--- config.mk ---
export PLATFORM = sky130hd
export DESIGN_NAME = i2s_tx_serializer
export DESIGN_NICKNAME = d
export VERILOG_FILES = /design/src/rtl/i2s_pkg.sv /design/src/rtl/i2s_tx_holdreg.sv /design/src/rtl/i2s_tx_serializer.sv
export SDC_FILE = /design/constraint.sdc
export NUM_CORES = 1
export LEC_CHECK = 0
export BUFFER_PORTS_ARGS = -buffer_cell sky130_fd_sc_hd__buf_4
export CAP_MARGIN = 20
export CORE_ASPECT_RATIO = 0.8
export CORE_MARGIN = 2
export CORE_UTILIZATION = 40
export CTS_BUF_LIST = sky130_fd_sc_hd__clkbuf_4 sky130_fd_sc_hd__clkbuf_8 sky130_fd_sc_hd__clkbuf_16
export CTS_CLUSTER_SIZE = 25
export DETAILED_ROUTE_END_ITERATION = 16
export GPL_TIMING_DRIVEN = 0
export HOLD_SLACK_MARGIN = 0.06
export SYNTH_ARGS = -nofsm -noshare
export SYNTH_HDL_FRONTEND = slang
export SYNTH_SLANG_ARGS = --single-unit
export TNS_END_PERCENT = 30
--- constraint.sdc ---
create_clock -name clkI2S -period 1.7 [get_ports clkI2S]
set_input_delay 0.17 -clock clkI2S [delete_from_list [all_inputs] [get_ports clkI2S]]
set_output_delay 0.17 -clock clkI2S [all_outputs]
set_load 0.005 [all_outputs]
--- src/rtl/i2s_pkg.sv ---
// Constants and sample type shared by the I2S TX serializer and the RX deserializer.
package i2s_pkg;

    localparam int FRAME_BITS = 32;
    localparam int SLOT_BITS  = 16;

    typedef logic [SLOT_BITS-1:0] sample_t;

endpackage

--- src/rtl/i2s_tx_holdreg.sv ---
// Sample holding register with fresh/primed tracking and overrun/underrun pulses.
// Frame value is combinational on load_i; status pulses are registered (one clock later).
module i2s_tx_holdreg
    import i2s_pkg::*;
#(
    parameter int PKT_WIDTH = SLOT_BITS
) (
    input  logic                 clk_i,
    input  logic                 rst_n_i,
    input  logic                 load_i,
    input  logic [PKT_WIDTH-1:0] pkt_i,
    input  logic                 pkt_vld_i,
    output logic [PKT_WIDTH-1:0] sample_o,
    output logic                 underrun_o,
    output logic                 overrun_o
);

    logic [PKT_WIDTH-1:0] hold_q, hold_d;
    logic                 fresh_q, fresh_d;
    logic                 primed_q, primed_d;
    logic                 underrun_q, underrun_d;
    logic                 overrun_q, overrun_d;

    always_comb begin
        hold_d     = hold_q;
        fresh_d    = fresh_q;
        primed_d   = primed_q;
        underrun_d = 1'b0;
        overrun_d  = 1'b0;

        if (pkt_vld_i) begin
            hold_d   = pkt_i;
            primed_d = 1'b1;
        end

        // A strobe coinciding with a load is consumed by that load, so fresh stays clear.
        if (load_i) begin
            fresh_d    = 1'b0;
            underrun_d = !pkt_vld_i && !fresh_q && primed_q;
        end else if (pkt_vld_i) begin
            fresh_d   = 1'b1;
            overrun_d = fresh_q;
        end
    end

    assign sample_o = (load_i && pkt_vld_i) ? pkt_i : hold_q;

    always_ff @(posedge clk_i or negedge rst_n_i) begin
        if (!rst_n_i) begin
            hold_q     <= '0;
            fresh_q    <= 1'b0;
            primed_q   <= 1'b0;
            underrun_q <= 1'b0;
            overrun_q  <= 1'b0;
        end else begin
            hold_q     <= hold_d;
            fresh_q    <= fresh_d;
            primed_q   <= primed_d;
            underrun_q <= underrun_d;
            overrun_q  <= overrun_d;
        end
    end

    assign underrun_o = underrun_q;
    assign overrun_o  = overrun_q;

endmodule

--- src/rtl/i2s_tx_serializer.sv ---
// I2S transmitter: frames the held mono sample into both slots, MSB first, with ws leading by one bit.
// A sample accepted in frame k starts on sd_o at bitCnt=0 of frame k+1; no backpressure, newest sample wins.
module i2s_tx_serializer
    import i2s_pkg::*;
#(
    parameter int PKT_WIDTH  = SLOT_BITS,
    parameter int SLOT_WIDTH = SLOT_BITS
) (
    input  logic                 clkI2S,
    input  logic                 rstI2S_n,
    input  logic [PKT_WIDTH-1:0] pkt_i,
    input  logic                 pktChanged_i,
    input  logic                 mute_i,
    output logic                 ws_o,
    output logic                 sd_o,
    output logic                 frameStart_o,
    output logic                 underrun_o,
    output logic                 overrun_o
);

    localparam int FRAME_W = 2 * SLOT_WIDTH;
    localparam int CNT_W   = $clog2(FRAME_W);

    localparam logic [CNT_W-1:0] CNT_LAST = CNT_W'(FRAME_W - 1);
    localparam logic [CNT_W-1:0] WS_RISE  = CNT_W'(SLOT_WIDTH - 1);

    logic [CNT_W-1:0]      bitCnt_q, bitCnt_d;
    logic [FRAME_W-1:0]    shift_q, shift_d;
    logic                  ws_q, ws_d;
    logic                  frameStart_q;
    logic                  load;
    logic [PKT_WIDTH-1:0]  sample;
    logic [SLOT_WIDTH-1:0] slot;

    assign load = (bitCnt_q == CNT_LAST);

    i2s_tx_holdreg #(
        .PKT_WIDTH (PKT_WIDTH)
    ) u_holdreg (
        .clk_i      (clkI2S),
        .rst_n_i    (rstI2S_n),
        .load_i     (load),
        .pkt_i      (pkt_i),
        .pkt_vld_i  (pktChanged_i),
        .sample_o   (sample),
        .underrun_o (underrun_o),
        .overrun_o  (overrun_o)
    );

    // Left-justify into the slot: pad LSBs with zero or keep only the MSBs.
    generate
        if (PKT_WIDTH >= SLOT_WIDTH) begin : g_trunc
            assign slot = sample[PKT_WIDTH-1 -: SLOT_WIDTH];
        end else begin : g_pad
            assign slot = {sample, {(SLOT_WIDTH - PKT_WIDTH){1'b0}}};
        end
    endgenerate

    always_comb begin
        bitCnt_d = load ? '0 : bitCnt_q + 1'b1;
        shift_d  = {shift_q[FRAME_W-2:0], 1'b0};
        if (load) begin
            shift_d = mute_i ? '0 : {slot, slot};
        end
        // ws flips one bit-clock before each slot's MSB.
        ws_d = (bitCnt_d >= WS_RISE) && (bitCnt_d != CNT_LAST);
    end

    always_ff @(posedge clkI2S or negedge rstI2S_n) begin
        if (!rstI2S_n) begin
            bitCnt_q     <= CNT_LAST;
            shift_q      <= '0;
            ws_q         <= 1'b0;
            frameStart_q <= 1'b0;
        end else begin
            bitCnt_q     <= bitCnt_d;
            shift_q      <= shift_d;
            ws_q         <= ws_d;
            frameStart_q <= load;
        end
    end

    assign sd_o         = shift_q[FRAME_W-1];
    assign ws_o         = ws_q;
    assign frameStart_o = frameStart_q;

endmodule
==> results.cfg <==
[clock_network]
cts.sinks = 59
cts_max_level = 3
cts_buffers = 9
clk_latency_ps = 340
cts_tree = built
cts_root_buf = clkbuf_8
cts_buffer_depth = 2
clkTransAtPathRegs_ps = 70

[floorplanning]
chipHeight_um = 71.4
die_w_um = 88.2
ios = 25
fp.coreArea_mm2 = 0.00547
start_util_pct = 41.5
die_area_mm2 = 0.00630
placement_rows = 24

[run]
cap_violations = 0

[grt]
grt_pass1_vias = 1437
antenna_found_initial = 0
track_usage_pct = 14.7
grt_overflow = 0
grt_first_pass_wirelength_um = 6670
grt_max_degree = 60

[pwr]
power.share.clock_pct = 43.4
pwr-share-seq_pct = 50.3
p_per_area_mw_per_mm2 = 990
switchingPower_w = 0.000640
vdd_drop_max_mv = 0.688
power.internal_w = 0.00232
p_sw_share_pct = 21.6
power.combinational.fraction_pct = 6.3
leakage_nw = 1.41

[synth]
postSynthAreaPerCell_um2 = 12.0
ys_types = 26
synth-seq-cells = 59
mappedNetlistArea_mm2 = 0.00227
syn_inst = 189
yosysWarningCount = 0
yosysSeqAreaShare_pct = 65.3
syn_nets = 212

[timing]
fin_ws_ps = 35.9
fin_skew_ps = 8.88
period_share_pct = 97.9
max-slew-margin-rel_pct = 51.6
finalHoldViolations = 0
tns_ps = 0
period_needed_ps = 1660
rsz0062_at_grt = yes
max_clock_freq_mhz = 601
maxSlewViolCount = 0
setup_viol = 0
tightestPinTransition_ps = 726

[worst_hold_path]
min_from = pkt_i[14]
hp-class = in2reg

[worst_setup_path]
path_max_fanout = 8
start_kind = register
critPathKind = reg2reg
critPathCaptureType = register
worstPathArrival_ps = 1940
cp.required_ps = 1980
r2r-start = bitCnt_q[0]
crit_path_start = bitCnt_q[0]

[detailed_routing]
ant_nets = 0
drt_pass1_iterations = 4
drt_iter0_markers = 42
via_per_inst = 4.39
wl_per_cell_um = 12.2
drt_wl_total_um = 3920
drc = 0
vias = 1414

[placement]
place_ws_ps = -245
gp_congestion = 0.772
dpl_cell_area_mm2 = 0.00256
portBuffers = 23
placed_cells = 290
hpwl_um = 2310

[final_layout]
antennaDiodeCount = 0
nNetsFinal = 263
fin_cells = 322
synthToLayoutAreaGrowth_pct = 31.5
fin_util_pct = 54.6
fin_area_mm2 = 0.00299
drive_gt1_share_pct = 40.2

[outcome]
status = completed
## worst max-delay path, stage by stage, from the launching register on
cell     delay, ps
dfstp_2        560
ha_4           140
and3_4         170
ha_4           180
inv_4           50
nor2_4         180
buf_6          140
and2_4         130
a21o_1          70
## metal layers
layer / GRT usage (%) / part of all wire (%) / vias up
met5: 0 / 0 / -
met4: 5.05 / 0.61 / 0
met3: 8.29 / 5.6 / 5
met2: 19.6 / 44 / 25
met1: 20.0 / 50 / 685
li1: - / - / 699
## power groups by stage
stage                     clock, W  sequential (W)  combinational (W)
after floorplan                  0         0.00151          0.0000874
after global placement           0         0.00151           0.000168
after detailed placement         0         0.00151           0.000169
after CTS                  0.00132         0.00149           0.000183
after global routing       0.00138         0.00149           0.000211
final                      0.00128         0.00149           0.000188
## worst paths after layout
| check | endpoint | slack (ps) | depth (start not counted) |
|---|---|---|---|
| setup / recovery | shift_q[16] | 40 | 8 |
| hold / removal | u_holdreg.hold_q[14] | 80 | 2 |
| setup reg to reg | shift_q[16] | 40 | 8 |
| hold reg to reg | u_holdreg.primed_q | 460 | 1 |
| max in group asynchronous | shift_q[0] | 770 | 2 |
| min in group asynchronous | u_holdreg.hold_q[6] | 430 | 2 |
## state kept, by name, summed over array words and instances (netlist names)
signal,flops
u_holdreg.hold_q,16
u_holdreg.primed_q,1
shift_q,32
u_holdreg.underrun_o,1
u_holdreg.overrun_o,1
ws_o,1
frameStart_o,1
u_holdreg.fresh_q,1
bitCnt_q,5
## through the flow
stage	total power (W)	hold slack (ps)
floorplan	0.00160	-126
global placement	0.00168	287
detailed placement	0.00168	281
CTS	0.00299	60.2
global route	0.00308	62.6
finish	0.00296	79.9
## cell usage after synthesis
cell type,n,area share [%]
o21ai_0,28,6.2
mux2_2,8,4.0
clkbuf_1,3,0.50
ha_1,3,1.7
nand2_1,16,2.6
a21o_1,1,0.33
nor2_1,6,0.99
nor3b_1,1,0.33
buf_6,2,0.99
xor2_1,1,0.39
o21ai_1,3,0.66
nand3_1,2,0.44
dfstp_2,5,5.8
a21oi_1,3,0.66
mux2_4,8,5.3
and3_1,3,0.83
or2_2,1,0.28
and3b_1,1,0.39
nor2_4,1,0.50
o21ba_2,1,0.44
dfrtp_1,54,60
buf_4,2,0.66
inv_1,33,5.5
and2_4,1,0.39
xnor2_1,1,0.39
a21boi_0,1,0.33
## area by class of cell
type                    count  area, um^2
inverters                  33         126
clock buffers              11         151
multi-input cells          90         693
fillers                   498        2480
repair buffers             41         333
well taps                  78        97.6
clock inverters             4        50.0
flip-flops and latches     59        1480
plain buffers               6        51.3
## cells by family after synthesis
logic type | share of synthesized area (%)
buffers and inverters | 7.61
and+or+nand+nor | 6.78
AOI/OAI and AO/OA | 8.60
xor gates and xnor gates | 0.772
muxes | 9.26
DFF | 65.3
adders and majority gates | 1.65
## cells in the final DEF, fill, tap and decap left out, types with 3 or more instances in the layout
cell           Yosys  final
mux2_2             8      8
buf_6              2      5
dfrtp_1           54     54
mux2_4             8      8
o21ai_2            0      7
nand2_1           16      9
a21oi_1            3      3
inv_1             33     32
dlygate4sd3_1      0      7
nand2_2            0      6
buf_4              2     32
o21ai_1            3     13
clkbuf_8           0     11
dfstp_2            5      5
o21ai_0           28     11
nor2_1             6      6
## what timing repair did
| item | 4_1_cts | 5_1_grt |
|---|---|---|
| hold buffers | 5 | 2 |
| cloned | 1 | 0 |
| setup buffers | 9 | 1 |
| pin swaps | 3 | 1 |
| resized for setup | 18 | 25 |
| endpoints found under the hold margin | 58 | 2 |
| setup endpoints to repair | 37 | 33 |
(Power assumes the default switching activity.)
